## config.mk

```make
export PLATFORM = sky130hd
export DESIGN_NAME = timed_rr_arbiter_flat
export DESIGN_NICKNAME = d
export VERILOG_FILES = /design/src/rtl/timed_rr_arbiter_pkg.sv /design/src/rtl/timed_rr_arbiter_if.sv /design/src/rtl/timed_rr_arbiter_rr_pick.sv /design/src/rtl/timed_rr_arbiter.sv /design/src/flat_wrapper.sv
export SDC_FILE = /design/constraint.sdc
export NUM_CORES = 1
export LEC_CHECK = 0
export CAP_MARGIN = 10
export CORE_MARGIN = 1.5
export CORE_UTILIZATION = 25
export CTS_CLUSTER_SIZE = 14
export DETAILED_ROUTE_END_ITERATION = 10
export MAX_ROUTING_LAYER = met4
export PLACE_DENSITY = 0.49
export SKIP_CTS_REPAIR_TIMING = 1
export SLEW_MARGIN = 25
export SYNTH_ARGS = -nofsm -noshare
export SYNTH_HDL_FRONTEND = slang
export SYNTH_SLANG_ARGS = --single-unit
export TNS_END_PERCENT = 20
```

## constraint.sdc

```tcl
create_clock -name clk -period 4.38 [get_ports clk]
set_input_delay 0.657 -clock clk [delete_from_list [all_inputs] [get_ports clk]]
set_output_delay 0.657 -clock clk [all_outputs]
set_load 0.05 [all_outputs]
```

## src/rtl/timed_rr_arbiter_pkg.sv

```systemverilog
// Shared arbitration types: client selection encoding, arbiter states and
// small helpers for cyclic pointer advance and one-hot decoding.
package arb_pkg;

  typedef enum logic [1:0] {
    SEL_A = 2'd0,
    SEL_B = 2'd1,
    SEL_C = 2'd2,
    SEL_X = 2'd3
  } selection;

  typedef enum logic [1:0] {
    IDLE    = 2'd0,
    GRANT   = 2'd1,
    HOLD    = 2'd2,
    RELEASE = 2'd3
  } arb_state;

  // Cyclic successor A->B->C->A; X also maps to A so a bad pointer self-heals.
  function automatic selection next_sel(input selection s);
    case (s)
      SEL_A:   return SEL_B;
      SEL_B:   return SEL_C;
      default: return SEL_A;
    endcase
  endfunction

  function automatic logic [2:0] sel_onehot(input selection s);
    case (s)
      SEL_A:   return 3'b001;
      SEL_B:   return 3'b010;
      SEL_C:   return 3'b100;
      default: return 3'b000;
    endcase
  endfunction

endpackage

```

## src/rtl/timed_rr_arbiter_if.sv

```systemverilog
// Client-side request/acknowledge bundle of the three-way arbiter.
interface timed_rr_arbiter_if;
  import arb_pkg::*;

  logic [2:0] req;
  logic       clr_err;
  logic [2:0] ack;
  selection   sel;
  logic       busy;
  logic [2:0] timeout_err;

  modport master (
    output req, clr_err,
    input  ack, sel, busy, timeout_err
  );

  modport slave (
    input  req, clr_err,
    output ack, sel, busy, timeout_err
  );

endinterface

```

## src/rtl/timed_rr_arbiter_rr_pick.sv

```systemverilog
// Combinational round-robin picker: first requester at or after rr_ptr.
module rr_pick
  import arb_pkg::*;
(
  input  logic [2:0] req,
  input  selection   rr_ptr,
  output selection   pick,
  output logic       any
);

  selection cand;
  logic     found;

  always_comb begin
    pick  = SEL_X;
    found = 1'b0;
    cand  = rr_ptr;
    for (int i = 0; i < 3; i++) begin
      if (!found && ((req & sel_onehot(cand)) != 3'b000)) begin
        pick  = cand;
        found = 1'b1;
      end
      cand = next_sel(cand);
    end
  end

  assign any = |req;

endmodule

```

## src/rtl/timed_rr_arbiter.sv

```systemverilog
// Three-client round-robin arbiter with four-phase req/ack handshake and a
// bounded hold time; overlong owners are revoked and flagged in timeout_err.
module timed_rr_arbiter
  import arb_pkg::*;
#(
  parameter int MAX_HOLD = 16
) (
  input logic               clk,
  input logic               rst,
  timed_rr_arbiter_if.slave bus
);

  localparam int            CW       = (MAX_HOLD > 0) ? $clog2(MAX_HOLD + 1) : 1;
  localparam logic [CW-1:0] CNT_LAST = CW'(MAX_HOLD - 1);

  arb_state      state_q, state_d;
  selection      owner_q, owner_d;
  selection      rr_ptr_q, rr_ptr_d;
  selection      pick;
  logic [CW-1:0] cnt_q, cnt_d;
  logic [2:0]    ack_q, ack_d;
  logic [2:0]    err_q, err_d;
  logic [2:0]    owner_oh;
  logic          any_req;
  logic          owner_req;
  logic          timed_out;

  rr_pick u_pick (
    .req    (bus.req),
    .rr_ptr (rr_ptr_q),
    .pick   (pick),
    .any    (any_req)
  );

  assign owner_oh  = sel_onehot(owner_q);
  assign owner_req = |(bus.req & owner_oh);
  assign timed_out = (MAX_HOLD != 0) && (cnt_q == CNT_LAST);

  always_comb begin
    state_d  = state_q;
    owner_d  = owner_q;
    rr_ptr_d = rr_ptr_q;
    cnt_d    = cnt_q;
    ack_d    = ack_q;
    // A revocation on the same edge as clr_err ORs back in below, so set wins.
    err_d    = bus.clr_err ? 3'b000 : err_q;
    case (state_q)
      IDLE: begin
        ack_d = 3'b000;
        if (any_req) begin
          owner_d = pick;
          state_d = GRANT;
        end
      end
      GRANT: begin
        if (owner_req) begin
          ack_d   = owner_oh;
          cnt_d   = '0;
          state_d = HOLD;
        end else begin
          rr_ptr_d = next_sel(owner_q);
          owner_d  = SEL_X;
          state_d  = IDLE;
        end
      end
      HOLD: begin
        if (!owner_req) begin
          ack_d    = 3'b000;
          rr_ptr_d = next_sel(owner_q);
          owner_d  = SEL_X;
          state_d  = IDLE;
        end else if (timed_out) begin
          ack_d   = 3'b000;
          err_d   = err_d | owner_oh;
          state_d = RELEASE;
        end else begin
          cnt_d = cnt_q + CW'(1);
        end
      end
      RELEASE: begin
        // Hold off until the revoked client lets go, so a stale req cannot re-win.
        ack_d = 3'b000;
        if (!owner_req) begin
          rr_ptr_d = next_sel(owner_q);
          owner_d  = SEL_X;
          state_d  = IDLE;
        end
      end
      default: begin
        ack_d   = 3'b000;
        owner_d = SEL_X;
        state_d = IDLE;
      end
    endcase
  end

  always_ff @(posedge clk or posedge rst) begin
    if (rst) begin
      state_q  <= IDLE;
      owner_q  <= SEL_X;
      rr_ptr_q <= SEL_A;
      cnt_q    <= '0;
      ack_q    <= 3'b000;
      err_q    <= 3'b000;
    end else begin
      state_q  <= state_d;
      owner_q  <= owner_d;
      rr_ptr_q <= rr_ptr_d;
      cnt_q    <= cnt_d;
      ack_q    <= ack_d;
      err_q    <= err_d;
    end
  end

  assign bus.ack         = ack_q;
  assign bus.timeout_err = err_q;
  assign bus.sel         = (state_q == IDLE) ? SEL_X : owner_q;
  assign bus.busy        = (state_q != IDLE);

endmodule

```

## src/flat_wrapper.sv

```systemverilog
// flat-port wrapper written by rule: the top's interface ports become plain ports
module timed_rr_arbiter_flat import arb_pkg::*;
#(
  parameter int MAX_HOLD = 16
)
  (clk, rst, bus_req, bus_clr_err, bus_ack, bus_sel, bus_busy, bus_timeout_err);
  timed_rr_arbiter_if bus_i ();
  input logic clk;
  input logic rst;
  input wire logic [$bits(bus_i.req)-1:0] bus_req;
  input wire logic [$bits(bus_i.clr_err)-1:0] bus_clr_err;
  output wire logic [$bits(bus_i.ack)-1:0] bus_ack;
  output wire logic [$bits(bus_i.sel)-1:0] bus_sel;
  output wire logic [$bits(bus_i.busy)-1:0] bus_busy;
  output wire logic [$bits(bus_i.timeout_err)-1:0] bus_timeout_err;
  assign bus_i.req = bus_req;
  assign bus_i.clr_err = bus_clr_err;
  assign bus_ack = bus_i.ack;
  assign bus_sel = bus_i.sel;
  assign bus_busy = bus_i.busy;
  assign bus_timeout_err = bus_i.timeout_err;
  timed_rr_arbiter #(.MAX_HOLD(MAX_HOLD)) u_core (.clk(clk), .rst(rst), .bus(bus_i));
endmodule
```

# Word level (Yosys, flattened, before mapping)
# Cells that the tools add are included.
# totals
reg_bits,17
output_inout_bits,9
# op_classes
n_addsub,1
n_eq_ne,19
n_mux,34
bitwise_logic,6
n_reduce_logical,23
# ops
op,count
case mux 3 bit (3 select lines),5
2-to-1 mux 2 bit,11
2-to-1 mux 3 bit,7
case mux 2 bit (2 select lines),4
2-to-1 mux 5 bit,3
bitwise AND 3 bit,4
equality test 2 bit (second input constant),6
equality test 2 x 1 -> 1 bit (second input constant),5
logical NOT 2 bit,5
case mux 5 bit (2 select lines),1
nonzero test 3 bit,3
OR reduction 3 bit,3
case mux 2 bit (4 select lines),1
!= test 2 x 1 -> 1 bit (second input constant),3
!= test 2 bit (second input constant),3
AND reduction 2 bit,3
adder 5 x 1 -> 5 bit (second input constant),1
equality test 5 x 4 -> 1 bit (second input constant),1
AND reduction 4 bit,1
nonzero test 2 bit,2
!= test 3 bit (second input constant),1
OR 3 bit,1
AND reduction 3 bit,1
logical AND 1 bit,2
other kinds (4),6

# Depth between registers and ports, before layout
# depth
depth_word,13
mapped_depth,7
mapped_depth_nobuf,7

# Hierarchy
# Synthesis repeated with hierarchy kept, for this count alone.
# hier_totals
hier_cells,102
area_unflattened_um2,955.9
# modules_own_cells
module,instances,cells_each,area_per_inst_um2,seq_area_each_um2
timed_rr_arbiter,1,92,897.1,427.9
rr_pick,1,10,58.8,0.0

# Worst setup path after synthesis
# No wires, ideal clock.
# synth_timing
path_type,register -> output
startpoint,register u_core.state_q[0]
endpoint,output port bus_sel[0]
arrival_time_ps,1309
t_required_ps,3723
slack_ps,2414
stages_incl_launch_ff,4
path_cell_list,dfrtp_1 nor2_2 inv_1 nand2_1
# synth_between
elab_chain_cells,2
# synth_lines
element,line_no,source
start: declaration,timed_rr_arbiter.sv:16,"arb_state state_q, state_d;"
start signal: assignment,timed_rr_arbiter.sv:106,state_q <= state_d;
logical NOT 2 bit,timed_rr_arbiter.sv:117,assign bus.sel = (state_q == IDLE) ? SEL_X : owner_q;
2-to-1 mux 2 bit,timed_rr_arbiter.sv:117,
end: declaration,flat_wrapper.sv:13,output wire logic [$bits(bus_i.sel)-1:0] bus_sel;
# No other way between the ends.

# Worst setup path after layout
# layout_timing
startpoint,register u_core.state_q[0]
endpoint,output port bus_sel[1]
# The elaborated chain is that of the path after synthesis.

==> impl_metrics.py <==
metrics = {
    "timing": {
        "max_clock_freq_mhz": 361,
        "worstMarginPinSlew_ns": 0.653,
        "timing.slew.headroom_pct": 56.4,
        "timing.hold.ws_ns": 0.500,
        "final.min_clock_period_ns": 2.77,
        "fin_worst_skew_ns": 0.00925,
        "final_max_slew_viol_count": 0,
        "tns_ns": 0,
        "rsz_0062_raised_after_global_routing": "false",
        "final_worst_path_period_share_pct": 63.3,
        "setup-violations-final": 0,
        "report.final.hold_viol_count": 0,
    },
    "worst_setup_path": {
        "worst-setup-path-type": "reg2out",
        "worstPathCellList": "nor2_2 > inv_1 > nand2b_2 > clkdlybuf4s50_1",
        "reg2reg_from": "u_core.cnt_q[0]",
        "cp-startpoint": "u_core.state_q[0]",
        "start_kind": "register",
        "reg2reg_slack_ns": 2.50,
        "setup.worst_path.end_class": "output port",
        "r2r_end": "u_core.cnt_q[0]",
        "timing.reg2reg.worst_path_depth": 6,
        "timing.critical_path.fanout_max": 11,
        "critPathRequiredTime_ns": 3.72,
        "crit_path_max_cell_delay_ns": 0.80,
        "cp_slowest_cell": "sky130_fd_sc_hd__clkdlybuf4s50_1",
        "cp.arrival_ns": 2.12,
    },
    "drt": {
        "dr_total_vias": 834,
        "vias_per_cell": 5.09,
        "drt_wl_total_um": 2210,
        "ant_nets": 0,
        "drt_iter0_markers": 38,
        "first_pass_iteration_count_of_the_detailed_router": 4,
        "average_detailed_routed_wire_length_per_instance_um": 13.5,
        "drc": 0,
    },
    "cells_and_area": {
        "area.growth.synth_to_final_pct": 21.9,
        "num-nets-final": 125,
        "antennaDiodeCount": 0,
        "final_layout_size_suffix_gt1_share_pct": 13.8,
    },
    "clock_tree": {
        "clock_slew_at_the_register_clock_pins_of_the_worst_setup_and_hold_paths_ns": 0.07,
        "worst_skew_pair.late_latency_ns": 0.26,
        "numClockSinks": 17,
        "tritoncts_clock_tree": "yes",
        "htreeDepth": 1,
        "cts_inserted_buffers": 3,
        "cts_buffer_depth": 2,
        "cts-root-buf": "sky130_fd_sc_hd__clkbuf_8",
    },
    "power": {
        "power_uw": 780,
        "power.clock.fraction_pct": 15.4,
        "p_int_uw": 423,
        "switchingPower_uw": 357,
        "seqPwrFrac_pct": 37.2,
        "pwr_density_cell_nw_per_um2": 651,
        "netSwitchingFraction_pct": 45.7,
        "comb_pwr_share_pct": 47.4,
        "leakagePower_nw": 0.488,
        "peakVddDrop_mv": 0.428,
    },
    "worst_hold_path": {
        "min_to": "u_core.bus.ack[1]",
        "worstHoldPathType": "reg2reg",
        "hold_path_startpoint": "u_core.bus.ack[1]",
        "worst_hold_path.num_cells": 1,
    },
    "grt": {
        "grt_pass1_wl_um": 3860,
        "number_of_global_route_vias_before_repair": 828,
        "pin_count_of_the_biggest_net_entering_global_routing": 18,
        "grt_antenna_before_repair": 0,
        "groute.usage.overall_pct": 12.2,
        "sum_of_overflow_across_all_layers_after_global_routing": 0,
    },
    "die": {
        "design.core.area_um2": 3720,
        "effective_utilization_at_floorplan_pct": 26.4,
        "io-pin-count": 15,
        "dieArea_um2": 4310,
        "rows": 22,
        "die-height_um": 65.7,
        "die_x_um": 65.7,
    },
    "yosys": {
        "synth.cell_area_um2": 982,
        "synth_register_bits": 17,
        "total_of_warnings_raised_by_yosys": 0,
        "instance_count_of_the_mapped_netlist": 102,
        "syn_avg_cell_area_um2": 9.63,
        "number_of_nets_in_the_synthesized_netlist": 110,
        "synth.yosys.seq_area_share_pct": 43.6,
        "yosysUniqueCellTypes": 39,
    },
    "flow_run": {
        "cap_violations": 0,
    },
    "placement": {
        "numPortBuffers": 14,
        "gp_routability_congestion": 0.741,
        "dp_hpwl_um": 1610,
    },
    "run_status": {
        "status": "complete, no violations",
    },
}
==> kinds of logic (layout without fill, tap and decap cells) <==
group / after synthesis / in the layout / synth area share (%)
simple gates: 36 / 36 / 20.9
compound gates: 31 / 31 / 22.5
flops: 17 / 17 / 43.6
buf+inv: 14 / 28 / 7.01
fa+ha+maj: 2 / 2 / 2.55
mux: 2 / 2 / 3.44
==> through the flow <==
stage / worst slack, ns / instance area (µm²) / utilization (%) / std cells
floorplan: 2.41 / 982 / - / 102
global placement: 1.94 / 1150 / 31.0 / 160
detailed placement: 1.88 / 1150 / 31.0 / 160
CTS: 1.60 / 1200 / 32.2 / 164
global route: 1.45 / 1200 / 32.2 / 164
finish: 1.61 / 1200 / 32.2 / 164
==> final cells by class <==
cell class,count,area (µm²)
clock buffers,3,41.3
clock inverters,1,5.00
fillers,392,2520
inverters,10,37.5
multi-input cells,71,485
flip-flops and latches,17,428
well taps,48,60.1
repair buffers,14,140
==> power groups by stage <==
stage	clock [mW]	combinational, mW	sequential (mW)
final	0.120	0.370	0.290
after global routing	0.133	0.409	0.301
after CTS	0.125	0.374	0.289
after detailed placement	0	0.372	0.291
after global placement	0	0.368	0.289
after floorplan	0	0.311	0.267
==> state kept, by name, summed over array words and instances (netlist names) <==
| signal | count |
|---|---|
| u_core.rr_ptr_q | 2 |
| u_core.state_q | 2 |
| u_core.owner_q | 2 |
| u_core.bus.ack | 3 |
| u_core.cnt_q | 5 |
| u_core.bus.timeout_err | 3 |
==> how the worst max path moves through the flow <==
stage | endpoint | slack (ns) | cells after the start
after floorplan | bus_sel[0] | 2.41 | 3
after global placement | bus_sel[1] | 1.94 | 4
after detailed placement | bus_sel[1] | 1.88 | 4
after CTS | bus_sel[1] | 1.60 | 4
after global routing | bus_sel[1] | 1.45 | 4
final | bus_sel[1] | 1.61 | 4
==> worst max-delay path: cells and delay by family (launching register included) <==
kind                   cells  cell delay, ns
and+or+nand+nor            2            0.39
buffers and inverters      2            0.98
DFF                        1            0.49
==> cell usage after synthesis <==
master                      count  share of area, %
sky130_fd_sc_hd__nand3_1        5               2.5
sky130_fd_sc_hd__o22a_1         2               1.8
sky130_fd_sc_hd__ha_1           2               2.5
sky130_fd_sc_hd__mux2_2         1               1.1
sky130_fd_sc_hd__nor4b_1        1              0.89
sky130_fd_sc_hd__buf_4          2               1.5
sky130_fd_sc_hd__dfstp_2        2               5.4
sky130_fd_sc_hd__o21ai_1        3               1.5
sky130_fd_sc_hd__and2_4         1              0.89
sky130_fd_sc_hd__buf_2          1              0.51
sky130_fd_sc_hd__and3_1         1              0.64
sky130_fd_sc_hd__o32a_1         1               1.0
sky130_fd_sc_hd__a22o_1         3               2.7
sky130_fd_sc_hd__a21oi_1        3               1.5
sky130_fd_sc_hd__o21ai_2        2               1.8
sky130_fd_sc_hd__o21ai_0        4               2.0
sky130_fd_sc_hd__o2bb2ai_1      2               1.8
sky130_fd_sc_hd__nor3_1         2               1.0
sky130_fd_sc_hd__o31ai_1        2               1.5
sky130_fd_sc_hd__o22ai_2        1               1.3
sky130_fd_sc_hd__nor2b_1        2               1.3
sky130_fd_sc_hd__dfrtp_1       15                38
sky130_fd_sc_hd__and2b_1        1              0.76
sky130_fd_sc_hd__nor3b_2        1               1.3
sky130_fd_sc_hd__nor2_2         2               1.3
sky130_fd_sc_hd__and4b_1        1               1.0
sky130_fd_sc_hd__nor3b_1        1              0.76
sky130_fd_sc_hd__inv_1         10               3.8
sky130_fd_sc_hd__a31oi_1        1              0.64
sky130_fd_sc_hd__o21a_1         1              0.76
sky130_fd_sc_hd__o32ai_1        1              0.89
sky130_fd_sc_hd__mux2i_4        1               2.3
sky130_fd_sc_hd__nand2b_2       1              0.89
sky130_fd_sc_hd__nand2_1        6               2.3
sky130_fd_sc_hd__o211ai_1       1              0.76
sky130_fd_sc_hd__nor2_1         8               3.1
sky130_fd_sc_hd__nand3b_1       3               2.3
sky130_fd_sc_hd__o22ai_1        4               2.5
sky130_fd_sc_hd__buf_6          1               1.1
==> layer usage <==
| layer | vias up | GRT usage, % | wire (µm) |
|---|---|---|---|
| li1 | 397 | - | - |
| met4 | 0 | 4.43 | 34 |
| met1 | 403 | 15.5 | 1070 |
| met2 | 32 | 18.2 | 957 |
| met5 | - | - | 0 |
| met3 | 2 | 3.94 | 148 |
==> cell usage in the layout, fill, tap and decap left out, types with 2 or more instances in the layout <==
| master | instances |
|---|---|
| sky130_fd_sc_hd__o2bb2ai_1 | 2 |
| sky130_fd_sc_hd__o31ai_1 | 2 |
| sky130_fd_sc_hd__o22a_1 | 2 |
| sky130_fd_sc_hd__a21oi_1 | 3 |
| sky130_fd_sc_hd__nor2_1 | 8 |
| sky130_fd_sc_hd__nor3_1 | 2 |
| sky130_fd_sc_hd__ha_1 | 2 |
| sky130_fd_sc_hd__dfrtp_1 | 15 |
| sky130_fd_sc_hd__nand2_1 | 6 |
| sky130_fd_sc_hd__clkbuf_8 | 3 |
| sky130_fd_sc_hd__nand3b_1 | 3 |
| sky130_fd_sc_hd__nor2b_1 | 2 |
| sky130_fd_sc_hd__nor2_2 | 2 |
| sky130_fd_sc_hd__o22ai_1 | 4 |
| sky130_fd_sc_hd__inv_1 | 10 |
| sky130_fd_sc_hd__o21ai_0 | 4 |
| sky130_fd_sc_hd__o21ai_1 | 3 |
| sky130_fd_sc_hd__clkdlybuf4s50_1 | 14 |
| sky130_fd_sc_hd__o21ai_2 | 2 |
| sky130_fd_sc_hd__dfstp_2 | 2 |
| sky130_fd_sc_hd__a22o_1 | 3 |
| sky130_fd_sc_hd__nand3_1 | 5 |
(Power assumes the default switching activity.)
